File: src/rtl/mmu_pkg.sv
// mmu_pkg: shared FSM type and default region map for the data-memory MMU
package mmu_pkg;
    typedef enum logic [1:0] {
        S_IDLE = 2'd0,
        S_WAIT = 2'd1,
        S_RESP = 2'd2
    } state_t;
    localparam logic [15:0] DATA_BASE    = 16'h0000;
    localparam logic [15:0] STACK_BASE   = 16'h0400;
    localparam logic [15:0] UART_BASE    = 16'h0800;
    localparam logic [15:0] BLOCK_SIZE   = 16'd64;
    localparam int          REGION_DATA  = 0;
    localparam int          REGION_STACK = 1;
    localparam int          REGION_UART  = 2;
    localparam int          WAIT_W       = 4;
endpackage

File: src/rtl/mmu_region_match.sv
// mmu_region_match: combinational window test for one region, up- or down-growing
module mmu_region_match
    import mmu_pkg::*;
#(
    parameter int ADDR_W = 16
) (
    input  logic [ADDR_W-1:0] va,
    input  logic [ADDR_W-1:0] base,
    input  logic [ADDR_W-1:0] size,
    input  logic              down,
    output logic              hit,
    output logic [ADDR_W-1:0] offset
);
    logic [ADDR_W:0] va_x;
    logic [ADDR_W:0] base_x;
    logic [ADDR_W:0] size_x;
    assign va_x   = {1'b0, va};
    assign base_x = {1'b0, base};
    assign size_x = {1'b0, size};
    // one extra bit keeps base+size and va+size from wrapping, so windows clip at the address-space edges
    assign hit    = down ? (va_x <= base_x) && (va_x + size_x > base_x)
                         : (va_x >= base_x) && (va_x < base_x + size_x);
    assign offset = hit ? (down ? base - va : va - base) : '0;
endmodule

File: src/rtl/mmu_region_map.sv
// mmu_region_map: registered virtual-to-physical translator with wait states and sticky fault capture
module mmu_region_map
    import mmu_pkg::*;
#(
    parameter int                            ADDR_W      = 16,
    parameter int                            NUM_REGIONS = 3,
    parameter logic [NUM_REGIONS*ADDR_W-1:0] REGION_BASE = {UART_BASE, STACK_BASE, DATA_BASE},
    parameter logic [NUM_REGIONS*ADDR_W-1:0] REGION_SIZE = {BLOCK_SIZE, BLOCK_SIZE, BLOCK_SIZE},
    parameter logic [NUM_REGIONS-1:0]        REGION_DOWN = 3'b010,
    parameter logic [NUM_REGIONS*4-1:0]      REGION_WAIT = {4'd2, 4'd0, 4'd0},
    parameter int                            FCNT_W      = 8
) (
    input  logic                   clk,
    input  logic                   rst_n,
    input  logic                   req_valid,
    output logic                   req_ready,
    input  logic [ADDR_W-1:0]      req_addr,
    input  logic                   req_we,
    output logic                   resp_valid,
    input  logic                   resp_ready,
    output logic                   resp_hit,
    output logic [NUM_REGIONS-1:0] resp_region,
    output logic [ADDR_W-1:0]      resp_phys,
    output logic [NUM_REGIONS-1:0] wr_en,
    output logic                   fault_valid,
    output logic [ADDR_W-1:0]      fault_addr,
    output logic                   fault_we,
    output logic [FCNT_W-1:0]      fault_count,
    input  logic                   fault_clr
);
    state_t                   state;
    logic [WAIT_W-1:0]        cnt;
    logic                     we_q;
    logic [NUM_REGIONS-1:0]   hits;
    logic [ADDR_W-1:0]        offs [NUM_REGIONS];
    logic                     sel_hit;
    logic [NUM_REGIONS-1:0]   sel_region;
    logic [ADDR_W-1:0]        sel_phys;
    logic [WAIT_W-1:0]        sel_wait;
    logic                     accept;
    logic                     miss;

    for (genvar i = 0; i < NUM_REGIONS; i++) begin : g_match
        mmu_region_match #(.ADDR_W(ADDR_W)) u_match (
            .va    (req_addr),
            .base  (REGION_BASE[i*ADDR_W +: ADDR_W]),
            .size  (REGION_SIZE[i*ADDR_W +: ADDR_W]),
            .down  (REGION_DOWN[i]),
            .hit   (hits[i]),
            .offset(offs[i])
        );
    end

    // priority select: scan from the top so the lowest matching index is written last and wins
    always_comb begin
        sel_hit    = 1'b0;
        sel_region = '0;
        sel_phys   = '0;
        sel_wait   = '0;
        for (int i = NUM_REGIONS - 1; i >= 0; i--) begin
            if (hits[i]) begin
                sel_hit       = 1'b1;
                sel_region    = '0;
                sel_region[i] = 1'b1;
                sel_phys      = offs[i];
                sel_wait      = REGION_WAIT[i*WAIT_W +: WAIT_W];
            end
        end
    end

    assign req_ready  = rst_n && (state == S_IDLE || (state == S_RESP && resp_ready));
    assign accept     = req_valid && req_ready;
    assign miss       = accept && !sel_hit;
    assign resp_valid = (state == S_RESP);
    assign wr_en      = {NUM_REGIONS{resp_valid && resp_ready && we_q}} & resp_region;

    // request FSM: capture on accept, count wait states, hold the response until consumed
    always_ff @(posedge clk or negedge rst_n) begin
        if (!rst_n) begin
            state       <= S_IDLE;
            cnt         <= '0;
            we_q        <= 1'b0;
            resp_hit    <= 1'b0;
            resp_region <= '0;
            resp_phys   <= '0;
        end else if (accept) begin
            we_q        <= req_we;
            resp_hit    <= sel_hit;
            resp_region <= sel_region;
            resp_phys   <= sel_phys;
            if (sel_hit && sel_wait != '0) begin
                state <= S_WAIT;
                cnt   <= sel_wait;
            end else begin
                state <= S_RESP;
            end
        end else if (state == S_WAIT) begin
            cnt <= cnt - WAIT_W'(1);
            if (cnt == WAIT_W'(1)) state <= S_RESP;
        end else if (state == S_RESP && resp_ready) begin
            state <= S_IDLE;
        end
    end

    // sticky fault record: first miss address is kept, count saturates; a miss beats a same-cycle clear
    always_ff @(posedge clk or negedge rst_n) begin
        if (!rst_n) begin
            fault_valid <= 1'b0;
            fault_addr  <= '0;
            fault_we    <= 1'b0;
            fault_count <= '0;
        end else if (miss) begin
            fault_valid <= 1'b1;
            if (!fault_valid || fault_clr) begin
                fault_addr <= req_addr;
                fault_we   <= req_we;
            end
            fault_count <= fault_clr ? FCNT_W'(1) : (&fault_count ? fault_count : fault_count + FCNT_W'(1));
        end else if (fault_clr) begin
            fault_valid <= 1'b0;
            fault_addr  <= '0;
            fault_we    <= 1'b0;
            fault_count <= '0;
        end
    end
endmodule

File: config.mk
export PLATFORM = sky130hd
export DESIGN_NAME = mmu_region_map
export DESIGN_NICKNAME = d
export VERILOG_FILES = /design/src/rtl/mmu_pkg.sv /design/src/rtl/mmu_region_match.sv /design/src/rtl/mmu_region_map.sv
export SDC_FILE = /design/constraint.sdc
export NUM_CORES = 1
export LEC_CHECK = 0
export ABC_AREA = 1
export ABC_CLOCK_PERIOD_IN_PS = 2300
export CORE_ASPECT_RATIO = 2
export CORE_UTILIZATION = 39
export DETAILED_ROUTE_END_ITERATION = 16
export GPL_TIMING_DRIVEN = 0
export PLACE_DENSITY = 0.64
export SETUP_SLACK_MARGIN = 0.5
export SLEW_MARGIN = 25
export SYNTH_ARGS = -nofsm -noshare
export SYNTH_HDL_FRONTEND = slang
export SYNTH_SLANG_ARGS = --single-unit
File: constraint.sdc
create_clock -name clk -period 2.3 [get_ports clk]
set_input_delay 0.46 -clock clk [delete_from_list [all_inputs] [get_ports clk]]
set_output_delay 0.46 -clock clk [all_outputs]
set_load 0.02 [all_outputs]
Word level (Yosys, flattened, before mapping)
Index checks and enable logic that the tools add are counted.

Register bits: 53. Word-level logic and storage cells: 83.

Add/sub/neg operators: 5. $lt $le $gt $ge: 6. Eq/ne operators: 7. Mux-type cells: 31. Bitwise gates (word level): 1. Reductions and logical operators: 23.

Operators with widths (count): $mux 16 (6); $mux 8 (4); $mux 4 (5); $add 16x7->17 const B (1); $gt 17x11->1 const B (1); $ge 16x1->1 const B (1); $ge 16x12->1 const B (1); $le 16x11->1 const B (1); $lt 16x12->1 const B (1); $lt 16x7->1 const B (1); $sub 11x16->16 const A (1); $sub 16x12->16 const B (1); $mux 2 (6); $logic_and 1x1->1 (9); $mux 3 (3); $add 8x1->8 const B (1); $reduce_and 2->1 (4); $reduce_and 8->1 (1); $mux 1 (7); $eq 4x1->1 const B (1); $ne 2x1->1 const B (2); $reduce_bool 2->1 (2); $reduce_bool 4->1 (1); $sub 4x1->4 const B (1); 9 further kinds (11).

Logic depth before layout (Yosys ltp)
Gate-level depths: netlist of the first run.

Depth after elaboration: 9. Mapped depth: 16.

Hierarchy
Synthesis of the first run repeated with hierarchy kept, for this count alone.

Cells, all modules: 2244. Area total of the unflattened synthesis: 14869.3 um2.

Modules (own cells, without submodules): mmu_region_match (g_match[0].u_match) (times used 1, cells each 632, area an instance 4092.7 um2); mmu_region_match (g_match[1].u_match) (times used 1, cells each 643, area an instance 4077.7 um2); mmu_region_match (g_match[2].u_match) (times used 1, cells each 630, area an instance 3998.8 um2); mmu_region_map (times used 1, cells each 339, area an instance 2700.1 um2).

Worst setup path before layout of the first run
Ideal clock, no wire load.

Kind: in2reg. From: in req_addr[10]. To: reg fault_addr[10]. Data arrival time: 1.800 ns. Path slack: 0.383 ns. Stages: 15. Cells stage by stage: buf_4 > nand2_1 > nor2_2 > nand3_1 > nand2_1 > nand3_1 > nor2_1 > nand2_1 > nand2_4 > nand4_4 > nand2_2 > nand2_4 > buf_6 > nand2_1 > nand2_1.

Longest elaborated chain between the ends: 9. Elaborated cells on any way between the ends: 20. Classes of those cells: add/sub (1); order compare (6); eq/ne (1); mux (5); reduce/logical (7).

Ends and longest elaborated chain: start, declared (RTL line mmu_region_map.sv:17) `input logic [ADDR_W-1:0] req_addr,`; $add 16x7->17, or another cell as far along (RTL line mmu_region_match.sv:21) `assign hit = down ? (va_x <= base_x) && (va_x + size_x > base_x)`; $gt 17x11->1 / $logic_and 1x1->1 (equally long branches) (RTL line mmu_region_match.sv:21, mmu_region_match.sv:22); $logic_and 1x1->1 / $mux 1 (equally long branches) (RTL line mmu_region_match.sv:21, mmu_region_map.sv:61); $mux 1 (2 in a row) (RTL line mmu_region_map.sv:61) `if (hits[i]) begin`; $logic_not 1->1 (RTL line mmu_region_map.sv:73) `assign miss = accept && !sel_hit;`; $logic_and 1x1->1 (RTL line mmu_region_map.sv:73); $ne 2x1->1 (no line) / $reduce_bool 2->1 (equally long branches); $reduce_and 2->1 (no line); end signal, assigned (RTL line mmu_region_map.sv:115) `fault_addr <= req_addr;`; end, declared (RTL line mmu_region_map.sv:26) `output logic [ADDR_W-1:0] fault_addr,`.

Several ways; a longest one is shown, not always the timed one. The select of a mux whose other input is x is not followed. A chain may end at the register's enable or synchronous reset.

Worst setup path in the final report of the first run
From: in req_addr[1]. To: reg fault_addr[2].

Longest elaborated chain between the ends: 9. Elaborated cells on any way between the ends: 19. Classes of those cells: add/sub (1); order compare (6); eq/ne (1); mux (4); reduce/logical (7).

Ends and longest elaborated chain (RTL line): $add 16x7->17, or another cell as far along (mmu_region_match.sv:21); $gt 17x11->1 / $logic_and 1x1->1 (equally long branches) (mmu_region_match.sv:21, mmu_region_match.sv:22); $logic_and 1x1->1 / $mux 1 (equally long branches) (mmu_region_match.sv:21, mmu_region_map.sv:61); $mux 1 (mmu_region_map.sv:61); $mux 1 * (mmu_region_map.sv:61); $logic_not 1->1 * (mmu_region_map.sv:73); $logic_and 1x1->1 * (mmu_region_map.sv:73); $ne 2x1->1 (no line) / $reduce_bool 2->1 (equally long branches); $reduce_and 2->1 (no line).

Every way passes the cells marked *; elsewhere a longest branch is shown, timed or not.

==> metrics.md, run 1 <==
| Metric | Value |
|---|---|
| Congestion Overflow GR | `0` |
| Cell Int Power | `0.00184 W` |
| Clk sinks | `between 50 and 60` |
| Largest cells by area after synthesis | `dfrtp_1 (47%), nand2_1 (17%), inv_1 (6.4%)` |
| Pwr Total | `roughly 0.0027 W` |
| Crit-path slowest cell | `buf_6` |
| Yosys top cell area share | `a little under half` |
| Setup crit start kind | `input port` |
| Top achievable clock speed | `about 550 MHz` |
| Min Hold Slack | `between 0.08 and 0.09 ns` |
| Setup ws final | `around 0.48 ns` |
| Core area | `0.00699 mm^2` |
| P_leak | `around 2.2 nW` |
| Cells along the critical path | `buf_4, inv_4, ha_4, inv_4, nor2_4, nand2_1, nand2_1, nand2_1, nor2_1, nand2_1, nand2_4, nand4_4, buf_6, nor2_4, buf_6, nand2_1, nand2_1` |
| Final #Nets | `492` |
| CP endpoint kind | `register` |
| Commonest non-fill, non-tap cell in the layout | `nand2_1` |
| Maximum vdd drop | `about 450 uV` |
| Die span in y | `between 100 and 150 um` |
| Slowest cell delay on critical path | `0.16 ns` |
| Die area | `0.00763 mm^2` |
| Max capacitance violation total | `0` |
| Seq cells post-synth | `between 50 and 60` |
| Syn nets | `between 300 and 400` |
| Die Width | `62.3 um` |
| Clk buf depth | `2` |
| Status | `finished clean` |
| Antenna cells | `0` |
| CTS tree | `yes` |
| Routed vias | `roughly 2.8k` |
| Setup TNS | `0 ns` |
| Fin crit share | `78.9%` |
| Most Frequent Cell on Critical Path | `nand2_1` |
| Total CTS buffers | `5` |
| Placed cell area | `0.00373 mm^2` |
| First-pass GRT wire length | `about 13 mm` |
| Placement row count | `43` |
| Sequential share of the synthesized area | `between 40% and 50%` |
| Clock power frac | `26.9%` |
| DRC viols | `0` |
| Most frequent cells in the layout | `nand2_1 (106), dfrtp_1 (53), clkdlybuf4s50_1 (41)` |
| Pre-antenna DRT Iters | `4` |
| Share of power burned in registers | `about two fifths` |
| Ys async rst share | `100%` |
| Post-Route WL | `about 8.0 mm` |
| Final ANT Viol Nets | `0` |
| Pwr dens | `~640 mW/mm^2` |
| Cell taking the most area after synthesis | `dfrtp_1` |
| Final Max Slew Viols | `0` |
| Final HPWL DP | `approximately 5.7 mm` |
| Clk Latency, worst-skew pair | `0.29 ns` |
| P_sw | `roughly 0.00089 W` |
| Routability cong. | `slightly below 0.9` |
| Mapped Cells | `365` |
| Avg Inst Size Synth | `between 7 and 8 um^2` |
| Minimum clock period after layout | `between 1.5 and 2 ns` |
| CTS HTree Levels | `2` |
| Starting density of the core | `40.5%` |
| Number of flops mapped to enable cells by yosys | `0` |
| Crit Path Category | `in2reg` |
| Top FF cell, synth | `dfrtp_1` |
| Layout cells sized above 1 | `~25%` |
| Sw Ratio | `around a third` |
| Yosys cell types | `37` |
| Vias in the first global route | `2740` |
| Mean routed wirelength per cell | `14.3 um` |
| Cell Area, Synth | `approximately 0.0028 mm^2` |
| IO Port Bufs | `70` |
| Slew Limit Headroom | `a little under half` |
| Place WS | `-0.643 ns` |
| Area Overhead vs Synth | `50.1%` |
| Ports | `73` |
| Critical path required time | `2.53 ns` |
| Layout Skew | `0.00562 ns` |
| Logic pwr share | `between 30% and 40%` |
| DR vias/cell | `approximately 5` |
| Synth warn | `0` |
| Initial antenna violation count | `0` |
| Setup Viol. Count Final | `0` |
| RSZ-0062 raised after global routing | `true` |
| Final instance area | `roughly 0.0043 mm^2` |
| Min-Delay Path Class | `in2async` |
| Worst EP arrival | `2.04 ns` |
| Crit path max fanout | `7` |
| GRT Util Overall | `between 20% and 30%` |
| Root buffer cell | `clkbuf_16` |
| Endpoints failing hold | `0` |
| Worst-Margin Slew | `between 0.7 and 0.8 ns` |
| DR iter-0 viols | `between 100 and 150` |
| CTS clk-pin slew, worst paths | `roughly 0.07 ns` |
| Largest net degree at the start of global routing | `17` |
-- worst max-delay path, delay by kind of cell --
kind	cells	cell delay, ns
buffers and inverters	5	0.55
adder cells (fa/ha/maj)	1	0.13
AND/OR/NAND/NOR	11	0.91
-- logic make-up after synthesis --
group	share of synthesized area, %
AO/OA/AOI/OAI	6.31
XOR/XNOR	3.40
adder cells (fa/ha/maj)	2.65
buffers and inverters	8.26
flip-flops	46.8
AND/OR/NAND/NOR	32.6
-- power groups by stage --
stage	sequential [W]	clock [W]	combinational [W]
after global placement	0.00113	0	0.000757
after floorplan	0.00124	0	0.000280
after global routing	0.00113	0.000780	0.000944
after CTS	0.00111	0.000751	0.000849
after detailed placement	0.00113	0	0.000769
final	0.00111	0.000733	0.000877
-- sequential cells by signal (all words and copies together) (netlist names), 2 cells and up --
register,cells
cnt,4
resp_region,3
resp_phys,16
fault_addr,16
state,2
fault_count,8
-- timing repair --
action | 4_1_cts | 5_1_grt
pin swaps | 19 | 26
endpoints found under the setup margin | 63 | 47
cloned | 3 | 0
hold buffers | 3 | 0
setup buffers | 12 | 3
resized for setup | 122 | 45
endpoints found under the hold margin | 2 | 0
-- cell usage after synthesis (2+ instances only) --
cell type    n
a21oi_1      5
a31oi_1      3
buf_4        2
clkbuf_1     3
clkinv_1     2
dfrtp_1     53
ha_1         6
inv_1       48
nand2_1    132
nand2_4      2
nand3_1     17
nand3b_1     3
nand4_1      9
nor2_1      30
nor2_2       3
nor3_1       4
o211ai_1     3
o21ai_0      9
o21bai_1     2
o22ai_1      3
xnor2_1      2
xor2_1       9
-- final timing paths --
check	to	slack, ns	startpoint	cells after the start
max	fault_addr[2]$_DFFE_PN0P_	0.48	req_addr[1]	17
max in group asynchronous	fault_count[3]$_DFFE_PN0P_	0.99	rst_n	2
max reg2reg	fault_addr[2]$_DFFE_PN0P_	0.56	state[0]$_DFFE_PN0P_	11
min in group clk	fault_addr[12]$_DFFE_PN0P_	0.40	req_addr[12]	3
min reg2reg	resp_phys[8]$_DFFE_PN0P_	0.47	resp_phys[8]$_DFFE_PN0P_	2
min	state[1]$_DFFE_PN0P_	0.08	rst_n	2
-- metal layers --
metal | vias to the layer above | wire length (um) | global-route usage (%)
li1 | 1348 | - | -
met1 | 1334 | 2820 | 22.1
met2 | 82 | 4640 | 44.0
met3 | 14 | 260 | 2.60
met4 | 0 | 233 | 11.0
met5 | - | 0 | 0
-- per-stage QoR --
stage                     std cells  utilization [%]
final                           555             60.8
after global placement          525             53.1
after floorplan                 365                -
after CTS                       552             59.1
after detailed placement        526             53.4
after global routing            555             60.8
-- layout make-up --
cell class | instances | area (um^2)
fill | 664 | 2740
inverter | 51 | 205
tap | 90 | 113
clock inverter | 2 | 10.0
buffer | 7 | 65.1
clock buffer | 6 | 129
timing repair buffer | 92 | 922
multi-input combinational | 254 | 1480
sequential | 53 | 1330
No activity file was read; power rests on OpenSTA's default activity.
==> run 2, diff against run 1 <==
ABC_CLOCK_PERIOD_IN_PS = 1670   (was 2300)
PLACE_DENSITY = 0.67   (was 0.64)
clock period = 1.67 ns   (was 2.3 ns; I/O delays follow)
==> metrics.md, run 2 (same netlist as run 1, synthesis figures left out) <==
| Metric | Value |
|---|---|
| Mean routed wirelength per cell | `between 15 and 20 um` |
| WL met2 | `about 5.8 mm` |
| Slowest cell delay on critical path | `~0.17 ns` |
| Die area | `~0.0076 mm^2` |
| Core area | `0.00699 mm^2` |
| Worst R2R Setup Slack | `-0.02 ns` |
| CTS HTree Levels | `2` |
| Biggest regs | `fault_addr (16), resp_phys (16), fault_count (8)` |
| Placement row count | `43` |
| CP endpoint kind | `register` |
| Clk buf depth | `2` |
| Clk Latency, worst-skew pair | `0.30 ns` |
| DRC viols | `0` |
| FILL cells | `458` |
| GRT Util Overall | `26.1%` |
| Pre-antenna DRT Iters | `4` |
| Setup crit start kind | `input port` |
| Area Overhead vs Synth | `86.4%` |
| Ports | `73` |
| IO Port Bufs | `70` |
| Fin util | `75.5%` |
| Worst Setup SP | `req_addr[12]` |
| Die span in y | `about 120 um` |
| Post-Route WL | `just under 10 mm` |
| Crit path max fanout | `7` |
| Pwr dens | `about 860 mW/mm^2` |
| Multi-input logic area | `between 0.0015 and 0.002 mm^2` |
| Layout Skew | `between 0.004 and 0.005 ns` |
| Final Max Slew Viols | `0` |
| Setup ws final | `-0.0782 ns` |
| Cells along the critical path | `buf_8, ha_4, nand2_2, nor2_1, nand2_1, nand2_1, nand3_1, nor2_1, nand2_2, nand2_4, nand4_4, buf_6, nor2_4, buf_8, nand2_2, nand2_1` |
| Largest net degree at the start of global routing | `24` |
| FF-to-FF End | `fault_addr[3]$_DFFE_PN0P_` |
| Reg2reg path depth | `10` |
| Die Width | `slightly above 60 um` |
| Total CTS buffers | `5` |
| Crit-path slowest cell | `buf_8` |
| Dpl cells | `between 500 and 600` |
| Sequential cell area | `0.00133 mm^2` |
| Vias in the first global route | `approximately 3.2k` |
| DR iter-0 viols | `145` |
| Max capacitance violation total | `0` |
| Minimum clock period after layout | `roughly 1.7 ns` |
| Maximum vdd drop | `roughly 580 uV` |
| P_leak | `between 2 and 3 nW` |
| Initial antenna violation count | `0` |
| Congestion Overflow GR | `0` |
| Crit Path Category | `in2reg` |
| Slew Limit Headroom | `roughly 72%` |
| Place WS | `-1.22 ns` |
| CTS clk-pin slew, worst paths | `about 0.070 ns` |
| Fin crit share | `105%` |
| Status | `finished with violations` |
| Final ANT Viol Nets | `0` |
| Origin of the critical flop-to-flop path | `state[1]$_DFFE_PN0P_` |
| Starting density of the core | `~41%` |
| First-pass GRT wire length | `between 15 and 20 mm` |
| WL met1 | `about 3.4 mm` |
| DR vias/cell | `a little over 5` |
| Crit path to | `fault_addr[3]$_DFFE_PN0P_` |
| Fin cells | `a little over 600` |
| Routed vias | `around 3k` |
| Critical path required time | `~1.9 ns` |
| Clk sinks | `53` |
| Endpoints failing hold | `0` |
| Min-Delay Path Class | `in2async` |
| Root buffer cell | `clkbuf_16` |
| DR WL met3 | `257 um` |
| Antenna cells | `0` |
| RSZ-0062 raised after global routing | `true` |
| Routability cong. | `about 0.87` |
| Final #Nets | `around 550` |
| Layout cells sized above 1 | `53.5%` |
| Final HPWL DP | `5.66 mm` |
| Commonest non-fill, non-tap cell in the layout | `nand2_1` |
| Setup Viol. Count Final | `16` |
| Top achievable clock speed | `572 MHz` |
| Most frequent cells in the layout | `nand2_1 (81), buf_6 (64), buf_4 (60)` |
| Setup TNS | `-0.329 ns` |
| Top Metal Used | `met4` |
| Violated checks | `negative setup slack` |
| CTS tree | `yes` |
| Worst EP arrival | `a little under 2 ns` |
| Worst-Margin Slew | `0.418 ns` |
-- run 2: critical path: cells and delay by family --
kind          cells  cell delay, ns
simple gates     12            1.09
buf+inv           3            0.40
fa+ha+maj         1            0.14
-- run 2: report_power, final --
group / internal [W] / switching (W) / total [W]
combinational: 0.000888 / 0.000869 / 0.00176
sequential: 0.00144 / 0.000122 / 0.00156
clock: 0.000749 / 0.000488 / 0.00124
-- run 2: area by class of cell --
| type | count | area share, % |
|---|---|---|
| sequential | 53 | 25.2 |
| clock inverter | 2 | 0.710 |
| multi-input combinational | 254 | 34.1 |
| buffer | 7 | 2.37 |
| clock buffer | 6 | 2.63 |
| timing repair buffer | 147 | 28.7 |
| tap | 90 | 2.13 |
| inverter | 51 | 4.17 |
-- run 2: per-stage QoR --
stage | total power, W | area, um^2 | hold WS (ns)
4_1_cts | 0.00436 | 4980 | 0.0105
6_report | 0.00455 | 5280 | 0.00351
2_1_floorplan | 0.00220 | 3060 | 0.0384
3_3_place_gp | 0.00270 | 3880 | 0.452
3_5_place_dp | 0.00273 | 3900 | 0.183
5_1_grt | 0.00472 | 5280 | 0.0141
-- run 2: what timing repair did --
action,CTS,global route
setup endpoints to repair,104,104
buffers inserted,54,16
pin swaps,46,25
hold buffers,1,0
gates resized for setup,472,59
gates cloned,5,0
hold endpoints to repair,9,0
-- run 2: worst min-delay path by stage --
stage,to,startpoint
2_1_floorplan,cnt[0]$_DFFE_PN0P_,rst_n
3_3_place_gp,resp_phys[10]$_DFFE_PN0P_,resp_phys[10]$_DFFE_PN0P_
3_5_place_dp,fault_addr[5]$_DFFE_PN0P_,rst_n
4_1_cts,fault_addr[13]$_DFFE_PN0P_,rst_n
5_1_grt,fault_addr[13]$_DFFE_PN0P_,rst_n
6_report,fault_valid$_DFFE_PN0P_,rst_n
-- run 2: routing by layer --
metal	track usage, %	vias to the layer above
met4	16.3	0
met3	3.07	36
met2	51.1	96
met1	25.4	1498
li1	-	1454
met5	0	-
==> run 3, diff against run 2 <==
CORE_MARGIN = 4   (was default)
==> metrics.md, run 3 (same netlist as run 1, synthesis figures left out) <==
| Metric | Value |
|---|---|
| Setup TNS | `0 ns` |
| Routed vias | `2971` |
| Status | `finished with violations` |
| CTS tree | `yes` |
| Sequential cell area | `approximately 0.0013 mm^2` |
| Worst EP arrival | `roughly 1.8 ns` |
| DR vias/cell | `~4.9` |
| Congestion Overflow GR | `0` |
| Most frequent cells in the layout | `nand2_1 (91), buf_6 (66), buf_4 (57)` |
| Fin util | `approximately three quarters` |
| Cells along the critical path | `buf_8, inv_6, ha_4, inv_4, nor2_4, nand2_1, nand2_1, nand2_1, nor2_1, nand2_1, nand2_4, nand4_4, buf_4, buf_6, buf_6, o21a_1` |
| Root buffer cell | `clkbuf_16` |
| Initial antenna violation count | `0` |
| DR iter-0 viols | `145` |
| P_leak | `roughly 2.7 nW` |
| Crit path max fanout | `4` |
| Worst-Margin Slew | `~0.46 ns` |
| Reg2reg path depth | `9` |
| Origin of the critical flop-to-flop path | `state[0]$_DFFE_PN0P_` |
| Die Width | `just under 70 um` |
| Commonest non-fill, non-tap cell in the layout | `nand2_1` |
| CTS clk-pin slew, worst paths | `0.07 ns` |
| Biggest regs | `fault_addr (16), resp_phys (16), fault_count (8)` |
| Layout Skew | `around 0.0064 ns` |
| Layout cells sized above 1 | `approximately half` |
| IO Port Bufs | `70` |
| Final Max Slew Viols | `0` |
| Hold_buf cts | `1` |
| Endpoints failing hold | `22` |
| Final #Nets | `543` |
| FILL cells | `482` |
| Pre-antenna DRT Iters | `4` |
| GRT Util Overall | `between 20% and 30%` |
| Setup Viol. Count Final | `0` |
| Post-Route WL | `roughly 9.1 mm` |
| Worst R2R Setup Slack | `about 0.080 ns` |
| Top achievable clock speed | `612 MHz` |
| Fin cells | `roughly 610` |
| Min Hold Slack | `-0.0359 ns` |
| Multi-input logic area | `about 0.0018 mm^2` |
| Violated checks | `negative hold slack` |
| RSZ-0062 raised after global routing | `true` |
| DRC viols | `0` |
| Critical path required time | `around 1.9 ns` |
| Clk Latency, worst-skew pair | `between 0.2 and 0.3 ns` |
| Max capacitance violation total | `0` |
| Clk buf depth | `2` |
| Total CTS buffers | `5` |
| Starting density of the core | `40.5%` |
| Setup ws final | `roughly 0.036 ns` |
| Area Overhead vs Synth | `81.3%` |
| Slowest cell delay on critical path | `approximately 0.18 ns` |
| CP top delay family | `simple AND/OR/NAND/NOR gates` |
| Pwr dens | `roughly 840 mW/mm^2` |
| Clk sinks | `53` |
| CTS HTree Levels | `2` |
| Routability cong. | `approximately 0.88` |
| CP endpoint kind | `register` |
| Final ANT Viol Nets | `0` |
| Ports | `73` |
| Most Frequent Cell on Critical Path | `nand2_1` |
| Slew Limit Headroom | `between 60% and 70%` |
| Antenna cells | `0` |
| Place WS | `-1.22 ns` |
| Fin crit share | `97.8%` |
| Placement row count | `43` |
| FF-to-FF End | `resp_hit$_DFFE_PN0P_` |
| Core area | `0.00699 mm^2` |
| Vias in the first global route | `just over 3k` |
| Crit-path slowest cell | `buf_4` |
| WP buf/inv | `6` |
| Die span in y | `around 130 um` |
| Largest net degree at the start of global routing | `24` |
| Crit Path Category | `in2reg` |
| First-pass GRT wire length | `between 10 and 15 mm` |
| Final HPWL DP | `5.94 mm` |
| Mean routed wirelength per cell | `15.1 um` |
| Dpl cells | `526` |
| Setup crit start kind | `input port` |
| Maximum vdd drop | `~710 uV` |
| Die area | `0.00878 mm^2` |
| Min-Delay Path Class | `in2async` |
| Minimum clock period after layout | `approximately 1.6 ns` |
## run 3: cell types whose count changed in the layout (fill, tap and decap cells not counted), moves of 3 or more
cell / change
nor2_4: -4
nand2_4: +3
nand2_1: +10
nand2_2: -12
buf_4: -3
## run 3: cell type report
type	instances	area share (%)
multi-input cells	254	34.2
repair buffers	143	28.3
flip-flops and latches	53	25.9
inverters	51	4.24
clock buffers	7	2.78
plain buffers	7	2.36
well taps	90	2.19
## run 3: routing by layer
layer	part of all wire (%)	track usage, %
met1	34	22.5
met2	59	42.9
met3	3.5	2.53
met4	3.2	8.91
met5	0	0
## run 3: stage by stage
| stage | cell area, um^2 | hold slack, ns | total power (W) |
|---|---|---|---|
| finish | 5140 | -0.0359 | 0.00433 |
| global route | 5140 | -0.0172 | 0.00453 |
| CTS | 4660 | -0.0276 | 0.00409 |
| detailed placement | 3900 | 0.190 | 0.00273 |
| global placement | 3880 | 0.452 | 0.00271 |
| floorplan | 3060 | 0.0384 | 0.00220 |
## run 3: worst max path at each step
stage,startpoint,to,slack (ns),cells past startpoint
floorplan,req_addr[10],fault_addr[10]$_DFFE_PN0P_,-0.07,15
global placement,rst_n,fault_addr[11]$_DFFE_PN0P_,-2.35,9
detailed placement,req_addr[11],fault_addr[15]$_DFFE_PN0P_,-1.22,15
CTS,req_addr[0],fault_addr[1]$_DFFE_PN0P_,0.07,17
global route,req_addr[1],fault_count[6]$_DFFE_PN0P_,-0.11,17
finish,req_addr[1],resp_hit$_DFFE_PN0P_,0.04,16
## run 3: worst reg2reg max path, cell delays in order, from the launching register on
cell	delay, ns
dfrtp_2	0.44
inv_2	0.07
o211a_4	0.19
nand2_8	0.08
clkinv_8	0.07
nand4_4	0.14
buf_4	0.18
buf_6	0.10
buf_6	0.10
o21a_1	0.10
## run 3: what timing repair did
item,in CTS,in global routing
resized for setup,400,107
cloned,4,0
setup endpoints to repair,104,103
endpoints found under the hold margin,9,22
pin swaps,28,20
buffers inserted,45,22
## run 3: power by group
group | switching (W) | total, W | internal (W)
sequential | 0.000127 | 0.00157 | 0.00144
combinational | 0.000844 | 0.00173 | 0.000883
clock | 0.000448 | 0.00104 | 0.000590
total | 0.00142 | 0.00433 | 0.00291
